--- config.mk ---
export PLATFORM = sky130hd
export DESIGN_NAME = alu_pipe_flat
export DESIGN_NICKNAME = d
export VERILOG_FILES = /design/src/rtl/alu_pipe_pkg.sv /design/src/rtl/alu_pipe_if.sv /design/src/rtl/alu_pipe_core.sv /design/src/rtl/alu_pipe.sv /design/src/flat_wrapper.sv
export SDC_FILE = /design/constraint.sdc
export NUM_CORES = 1
export LEC_CHECK = 0
export CAP_MARGIN = 0
export CORE_MARGIN = 8
export CORE_UTILIZATION = 52
export DETAILED_ROUTE_END_ITERATION = 12
export PLACE_DENSITY = 0.84
export SLEW_MARGIN = 25
export SYNTH_ARGS = -nofsm -noshare
export SYNTH_HDL_FRONTEND = slang
export SYNTH_HIERARCHICAL = 1
export SYNTH_SLANG_ARGS = --single-unit
--- constraint.sdc ---
create_clock -name Clk -period 3.2 [get_ports Clk]
set_clock_uncertainty 0.2 [all_clocks]
set_input_delay 0.32 -clock Clk [delete_from_list [all_inputs] [get_ports Clk]]
set_output_delay 0.32 -clock Clk [all_outputs]
set_load 0.02 [all_outputs]
--- src/rtl/alu_pipe_pkg.sv ---
// Shared opcode encoding and flag bit positions for the pipelined ALU.
package alu_pipe_pkg;

  typedef enum logic [3:0] {
    ALU_NOP   = 4'd0,
    ALU_ADD   = 4'd1,
    ALU_SUB   = 4'd2,
    ALU_AND   = 4'd3,
    ALU_OR    = 4'd4,
    ALU_XOR   = 4'd5,
    ALU_SHL   = 4'd6,
    ALU_SHR   = 4'd7,
    ALU_SLT   = 4'd8,
    ALU_PASSA = 4'd9
  } alu_op_e;

  localparam int unsigned NUM_FLAGS = 4;
  localparam int unsigned FLAG_Z    = 0;
  localparam int unsigned FLAG_N    = 1;
  localparam int unsigned FLAG_C    = 2;
  localparam int unsigned FLAG_V    = 3;

  typedef logic [NUM_FLAGS-1:0] flags_t;

endpackage

--- src/rtl/alu_pipe_if.sv ---
// Operation/result handshake bundle between register-file read and write-back.
interface alu_pipe_if #(
    parameter int unsigned WIDTH = 8
);
    logic             In_Valid;
    logic             In_Ready;
    logic [3:0]       ALUOp;
    logic [WIDTH-1:0] Data1;
    logic [WIDTH-1:0] Data2;
    logic             Out_Valid;
    logic             Out_Ready;
    logic [WIDTH-1:0] ALU_Result;
    logic [3:0]       Flags;

    modport master (
        output In_Valid, ALUOp, Data1, Data2, Out_Ready,
        input  In_Ready, Out_Valid, ALU_Result, Flags
    );

    modport slave (
        input  In_Valid, ALUOp, Data1, Data2, Out_Ready,
        output In_Ready, Out_Valid, ALU_Result, Flags
    );
endinterface

--- src/rtl/alu_pipe_core.sv ---
// Combinational ALU: result and {V,C,N,Z} from op/a/b.
// Define ALU_PIPE_SAT_EN for signed saturation of ADD/SUB.
module alu_pipe_core
  import alu_pipe_pkg::*;
#(
    parameter int unsigned WIDTH = 8,
    parameter int unsigned SHW   = $clog2(WIDTH)
) (
    input  logic [3:0]       op_i,
    input  logic [WIDTH-1:0] a_i,
    input  logic [WIDTH-1:0] b_i,
    output logic [WIDTH-1:0] result_o,
    output flags_t           flags_o
);

    localparam int unsigned MSB = WIDTH - 1;

    logic [WIDTH:0]   sum;
    logic [WIDTH:0]   diff;
    logic             add_ovf;
    logic             sub_ovf;
    logic             defined_op;
    logic [WIDTH-1:0] res;
    flags_t           flg;

`ifdef ALU_PIPE_SAT_EN
    localparam logic [WIDTH-1:0] SAT_POS = {1'b0, {(WIDTH-1){1'b1}}};
    localparam logic [WIDTH-1:0] SAT_NEG = {1'b1, {(WIDTH-1){1'b0}}};
`endif

    always_comb begin
        sum     = {1'b0, a_i} + {1'b0, b_i};
        diff    = {1'b0, a_i} - {1'b0, b_i};
        // Overflow direction always follows a's sign, which also picks the saturation rail.
        add_ovf = (a_i[MSB] == b_i[MSB]) && (sum[MSB] != a_i[MSB]);
        sub_ovf = (a_i[MSB] != b_i[MSB]) && (diff[MSB] != a_i[MSB]);
    end

    always_comb begin
        res        = '0;
        flg        = '0;
        defined_op = 1'b1;
        case (op_i)
            ALU_NOP: res = '0;
            ALU_ADD: begin
                res         = sum[WIDTH-1:0];
                flg[FLAG_C] = sum[WIDTH];
                flg[FLAG_V] = add_ovf;
`ifdef ALU_PIPE_SAT_EN
                if (add_ovf) res = a_i[MSB] ? SAT_NEG : SAT_POS;
`endif
            end
            ALU_SUB: begin
                res         = diff[WIDTH-1:0];
                flg[FLAG_C] = diff[WIDTH];
                flg[FLAG_V] = sub_ovf;
`ifdef ALU_PIPE_SAT_EN
                if (sub_ovf) res = a_i[MSB] ? SAT_NEG : SAT_POS;
`endif
            end
            ALU_AND:   res = a_i & b_i;
            ALU_OR:    res = a_i | b_i;
            ALU_XOR:   res = a_i ^ b_i;
            ALU_SHL:   res = a_i << b_i[SHW-1:0];
            ALU_SHR:   res = a_i >> b_i[SHW-1:0];
            ALU_SLT:   res[0] = ($signed(a_i) < $signed(b_i));
            ALU_PASSA: res = a_i;
            default:   defined_op = 1'b0;
        endcase
        // Reserved opcodes report no flags at all, not even Z on their zero result.
        if (defined_op) begin
            flg[FLAG_Z] = (res == '0);
            flg[FLAG_N] = res[MSB];
        end
    end

    assign result_o = res;
    assign flags_o  = flg;

endmodule

--- src/rtl/alu_pipe.sv ---
// Two-stage valid/ready ALU pipeline: operand register, then result/flag register.
// Saturating ADD/SUB selected at build time with ALU_PIPE_SAT_EN.
module alu_pipe
  import alu_pipe_pkg::*;
#(
    parameter int unsigned WIDTH = 8,
    parameter int unsigned SHW   = $clog2(WIDTH)
) (
    input logic       Clk,
    input logic       Clear_n,
    alu_pipe_if.slave bus
);

    logic             s1_valid_q, s1_valid_d;
    logic [3:0]       s1_op_q,    s1_op_d;
    logic [WIDTH-1:0] s1_a_q,     s1_a_d;
    logic [WIDTH-1:0] s1_b_q,     s1_b_d;

    logic             s2_valid_q, s2_valid_d;
    logic [WIDTH-1:0] s2_res_q,   s2_res_d;
    flags_t           s2_flg_q,   s2_flg_d;

    logic             s1_adv;
    logic             s2_adv;
    logic [WIDTH-1:0] core_res;
    flags_t           core_flg;

    alu_pipe_core #(
        .WIDTH (WIDTH),
        .SHW   (SHW)
    ) u_core (
        .op_i     (s1_op_q),
        .a_i      (s1_a_q),
        .b_i      (s1_b_q),
        .result_o (core_res),
        .flags_o  (core_flg)
    );

    // Ready depends only on pipeline state and Out_Ready, never on In_Valid.
    always_comb begin
        s2_adv = !s2_valid_q || bus.Out_Ready;
        s1_adv = !s1_valid_q || s2_adv;
    end

    always_comb begin
        s1_valid_d = s1_valid_q;
        s1_op_d    = s1_op_q;
        s1_a_d     = s1_a_q;
        s1_b_d     = s1_b_q;
        s2_valid_d = s2_valid_q;
        s2_res_d   = s2_res_q;
        s2_flg_d   = s2_flg_q;

        if (s1_adv) begin
            s1_valid_d = bus.In_Valid;
            if (bus.In_Valid) begin
                s1_op_d = bus.ALUOp;
                s1_a_d  = bus.Data1;
                s1_b_d  = bus.Data2;
            end
        end

        if (s2_adv) begin
            s2_valid_d = s1_valid_q;
            if (s1_valid_q) begin
                s2_res_d = core_res;
                s2_flg_d = core_flg;
            end
        end
    end

    always_ff @(posedge Clk or negedge Clear_n) begin
        if (!Clear_n) begin
            s1_valid_q <= 1'b0;
            s1_op_q    <= '0;
            s1_a_q     <= '0;
            s1_b_q     <= '0;
            s2_valid_q <= 1'b0;
            s2_res_q   <= '0;
            s2_flg_q   <= '0;
        end else begin
            s1_valid_q <= s1_valid_d;
            s1_op_q    <= s1_op_d;
            s1_a_q     <= s1_a_d;
            s1_b_q     <= s1_b_d;
            s2_valid_q <= s2_valid_d;
            s2_res_q   <= s2_res_d;
            s2_flg_q   <= s2_flg_d;
        end
    end

    assign bus.In_Ready   = s1_adv;
    assign bus.Out_Valid  = s2_valid_q;
    assign bus.ALU_Result = s2_res_q;
    assign bus.Flags      = s2_flg_q;

endmodule
--- src/flat_wrapper.sv ---
// flat-port wrapper written by rule: the top's interface ports become plain ports
module alu_pipe_flat import alu_pipe_pkg::*;
#(
    parameter int unsigned WIDTH = 8,
    parameter int unsigned SHW   = $clog2(WIDTH)
)
  (Clk, Clear_n, bus_In_Valid, bus_ALUOp, bus_Data1, bus_Data2, bus_Out_Ready, bus_In_Ready, bus_Out_Valid, bus_ALU_Result, bus_Flags);
  alu_pipe_if #(.WIDTH(WIDTH)) bus_i ();
  input logic Clk;
  input logic Clear_n;
  input wire logic [$bits(bus_i.In_Valid)-1:0] bus_In_Valid;
  input wire logic [$bits(bus_i.ALUOp)-1:0] bus_ALUOp;
  input wire logic [$bits(bus_i.Data1)-1:0] bus_Data1;
  input wire logic [$bits(bus_i.Data2)-1:0] bus_Data2;
  input wire logic [$bits(bus_i.Out_Ready)-1:0] bus_Out_Ready;
  output wire logic [$bits(bus_i.In_Ready)-1:0] bus_In_Ready;
  output wire logic [$bits(bus_i.Out_Valid)-1:0] bus_Out_Valid;
  output wire logic [$bits(bus_i.ALU_Result)-1:0] bus_ALU_Result;
  output wire logic [$bits(bus_i.Flags)-1:0] bus_Flags;
  assign bus_i.In_Valid = bus_In_Valid;
  assign bus_i.ALUOp = bus_ALUOp;
  assign bus_i.Data1 = bus_Data1;
  assign bus_i.Data2 = bus_Data2;
  assign bus_i.Out_Ready = bus_Out_Ready;
  assign bus_In_Ready = bus_i.In_Ready;
  assign bus_Out_Valid = bus_i.Out_Valid;
  assign bus_ALU_Result = bus_i.ALU_Result;
  assign bus_Flags = bus_i.Flags;
  alu_pipe #(.WIDTH(WIDTH), .SHW(SHW)) u_core (.Clk(Clk), .Clear_n(Clear_n), .bus(bus_i));
endmodule
==> out/qor.csv <==
stage,metric,value,unit
logic_synthesis,synth.avg_cell_area,9.89,um2
hold_path,hp-class,in -> async,
placement,pre_cts_slack,-0.0172,ns
clocking,clk_pin_slew_worst_paths,0.07,ns
logic_synthesis,ys_warn_count,6,
placement,dpl-instance-area,4050,um2
logic_synthesis,netlist_instances,349,
sta,fin_ws,0.0980,ns
floorplan,initial_utilization,54.1,%
routing,wl_per_cell,19.9,um
floorplan,die_w,97.5,um
sta,fmaxAchievable,0.322,GHz
logic_synthesis,synth_edf_count,0,
worst_setup_path,rr_startpoint,u_core/s1_a_q[0],
placement,gp_congestion,0.972,
power_and_ir_drop,combPwrFrac,59.3,%
power_and_ir_drop,seq_power_share,26.5,%
logic_synthesis,synth_nets,402,
worst_setup_path,end_kind,flop,
sta,hold_ws,0.231,ns
power_and_ir_drop,power_density,549,nW/um2
logic_synthesis,yosysMostFrequentCell,dfrtp_1,
logic_synthesis,synth_top_flop_cell,dfrtp_1,
global_routing,grt_pass1_vias,2973,
clocking,cts_hold_buf,0,
cells_and_area,diodes,0,
global_routing,grt_max_degree,35,
routing,drt-vias-per-instance,6.23,
floorplan,die_area,9500,um2
clocking,root_buffer,clkbuf_8,
sta,fin_crit_sh,96.9,%
clocking,cts_buffer_depth,2,
sta,hold_viol,0,
worst_setup_path,rr_worst_depth,11,
placement,numPortBuffers,37,
routing,wirelength,9.78,mm
worst_setup_path,worst_ep_arrival_time,3.13,ns
floorplan,dieHeight,97.5,um
worst_setup_path,cp-startpoint,u_core/s1_a_q[0],
power_and_ir_drop,power_leakage,1.92,nW
logic_synthesis,synth_top_area_share,24.6,%
routing,first_pass_iters,5,
logic_synthesis,netlist_area,3450,um2
worst_setup_path,critPathMaxFanout,5,
floorplan,core_area,6390,um2
global_routing,grt_usage,20.1,%
clocking,clock_latency,0.29,ns
routing,ant_nets,0,
sta,setup_viol,0,
logic_synthesis,ys_types,72,
floorplan,rows,29,
routing,drc,0,
logic_synthesis,ys_seq_elements,34,
worst_setup_path,crit_type,reg -> reg,
worst_setup_path,r2r_end,u_core/bus.Flags[0],
logic_synthesis,synth_area_leaders,"dfrtp_1 (25%), mux2_4 (13%), ha_1 (9.8%)",
worst_setup_path,crit_end,u_core/bus.Flags[0],
job,maxCapViolations,0,
worst_setup_path,start_kind,flop,
floorplan,io_pins,38,
sta,worstMarginPinSlew,0.609,ns
global_routing,grt_overflow,0,
power_and_ir_drop,peakVddDrop,390,uV
cells_and_area,multi_input_area,2440,um2
sta,relSlewSlack,59.4,%
power_and_ir_drop,intPower,0.00139,W
logic_synthesis,async_flop_share,100,%
sta,slew_violations,0,
global_routing,grt_pass1_wl,15.7,mm
placement,hpwl,7.57,mm
clocking,h-tree-depth,2,
cells_and_area,nets,466,
power_and_ir_drop,p_sw,0.000948,W
cells_and_area,final_area,4260,um2
logic_synthesis,synthTopCellsByCount,"dfrtp_1 (34), mux2_4 (30), ha_1 (27), inv_1 (25), nor2_1 (17)",
sta,setup_tns,0,ns
cells_and_area,regArea,851,um2
cells_and_area,area_growth,23.3,%
logic_synthesis,seq_area_frac_synth,24.6,%
clocking,cts_tree,yes,
routing,drt_iter0_markers,257,
cells_and_area,drive_gt1_share,28.0,%
routing,via_count,3057,
power_and_ir_drop,p_clk_share,14.2,%
clocking,cts_buffers,5,
global_routing,antenna_found_initial,0,
clocking,cts_sinks,34,
cells_and_area,nFillCells,526,
logic_synthesis,yosysTopAreaCell,dfrtp_1,
power_and_ir_drop,p_sw_share,40.6,%
worst_setup_path,critPathRequiredTime,3.23,ns
run_status,status,finished clean,
worst_setup_path,r2r_setup_slack,0.1,ns
sta,finalWorstPathRequiredPeriod,3.10,ns
cells_and_area,final_util,66.7,%
-- worst min-delay path by stage --
| stage | startpoint | endpoint | depth (start not counted) |
|---|---|---|---|
| 2_1_floorplan | Clear_n | u_core/bus.ALU_Result[0] | 0 |
| 3_3_place_gp | u_core/bus.Flags[3] | u_core/bus.Flags[3] | 1 |
| 3_5_place_dp | u_core/bus.ALU_Result[7] | u_core/bus.ALU_Result[7] | 1 |
| 4_1_cts | Clear_n | u_core/bus.Flags[2] | 2 |
| 5_1_grt | Clear_n | u_core/bus.ALU_Result[1] | 2 |
| 6_report | Clear_n | u_core/bus.ALU_Result[1] | 2 |
-- metrics by stage --
stage / instances / power [W]
after floorplan: 349 / 0.00147
final: 491 / 0.00234
after CTS: 486 / 0.00228
after global placement: 478 / 0.00191
after detailed placement: 478 / 0.00193
after global routing: 491 / 0.00248
-- cell usage in the layout (no fill, tap or decap), types with 4 or more instances in the layout --
cell type	count
clkdlybuf4s50_1	37
buf_4	36
dfrtp_1	34
mux2_4	30
ha_1	24
inv_1	22
o21ai_0	16
nor2_1	15
a21oi_1	13
nand2b_1	12
mux2i_1	10
nand3b_1	9
nand2_1	9
nand3_1	9
nor2b_1	8
clkbuf_8	6
o211ai_1	6
nor3_1	6
mux4_2	5
inv_2	4
or3_1	4
a22oi_1	4
a211o_1	4
nand4_1	4
o221ai_1	4
a21o_1	4
-- layer usage --
| layer | wire length [um] | vias to the layer above | share of wire [%] | track usage (%) |
|---|---|---|---|---|
| met4 | 332 | 0 | 3.4 | 7.11 |
| met5 | 0 | - | 0 | 0 |
| met2 | 4370 | 156 | 45 | 30.5 |
| met3 | 663 | 28 | 6.8 | 4.20 |
| li1 | - | 1418 | - | - |
| met1 | 4410 | 1455 | 45 | 27.3 |
-- timing repair --
action,CTS,global route
buffers inserted,0,5
setup endpoints to repair,1,1
resized for setup,3,17
pin swaps,2,10
-- state kept, by name (all words and copies together) (netlist names) --
signal / cells
u_core/s1_a_q: 8
u_core/bus.Out_Valid: 1
u_core/s1_b_q: 8
u_core/bus.ALU_Result: 8
u_core/bus.Flags: 4
u_core/s1_valid_q: 1
u_core/s1_op_q: 4
-- power by group through the flow --
stage	Clock [W]	Combinational (W)	Sequential, W
after floorplan	0	0.000783	0.000689
after global placement	0	0.00129	0.000621
after detailed placement	0	0.00130	0.000626
after CTS	0.000341	0.00132	0.000617
after global routing	0.000360	0.00149	0.000637
final	0.000331	0.00139	0.000621
-- cell families after synthesis --
group / count (synthesis) / share of synthesized area, %
flops: 34 / 24.6
compound gates: 85 / 17.4
buf+inv: 45 / 6.67
mux: 49 / 20.9
simple gates: 105 / 18.9
xor+xnor: 2 / 0.508
fa+ha+maj: 29 / 10.9
-- worst max-delay path, cell delays in order, from the launching register on --
cell	delay, ns
dfrtp_1	0.38
buf_6	0.13
ha_2	0.19
inv_1	0.06
fa_2	0.39
nor2b_2	0.16
o31a_1	0.18
o21ai_0	0.11
or4_4	0.43
or4_4	0.50
nor4_4	0.14
mux2_4	0.18
-- cell type report --
class / instances / area share (%)
Multi-Input combinational cell: 270 / 57.3
Sequential cell: 34 / 20.0
Timing Repair Buffer: 76 / 16.0
Inverter: 26 / 2.29
Tap cell: 77 / 2.26
Clock buffer: 7 / 2.03
Clock inverter: 1 / 0.118
Power figures use the tool's default switching activity.
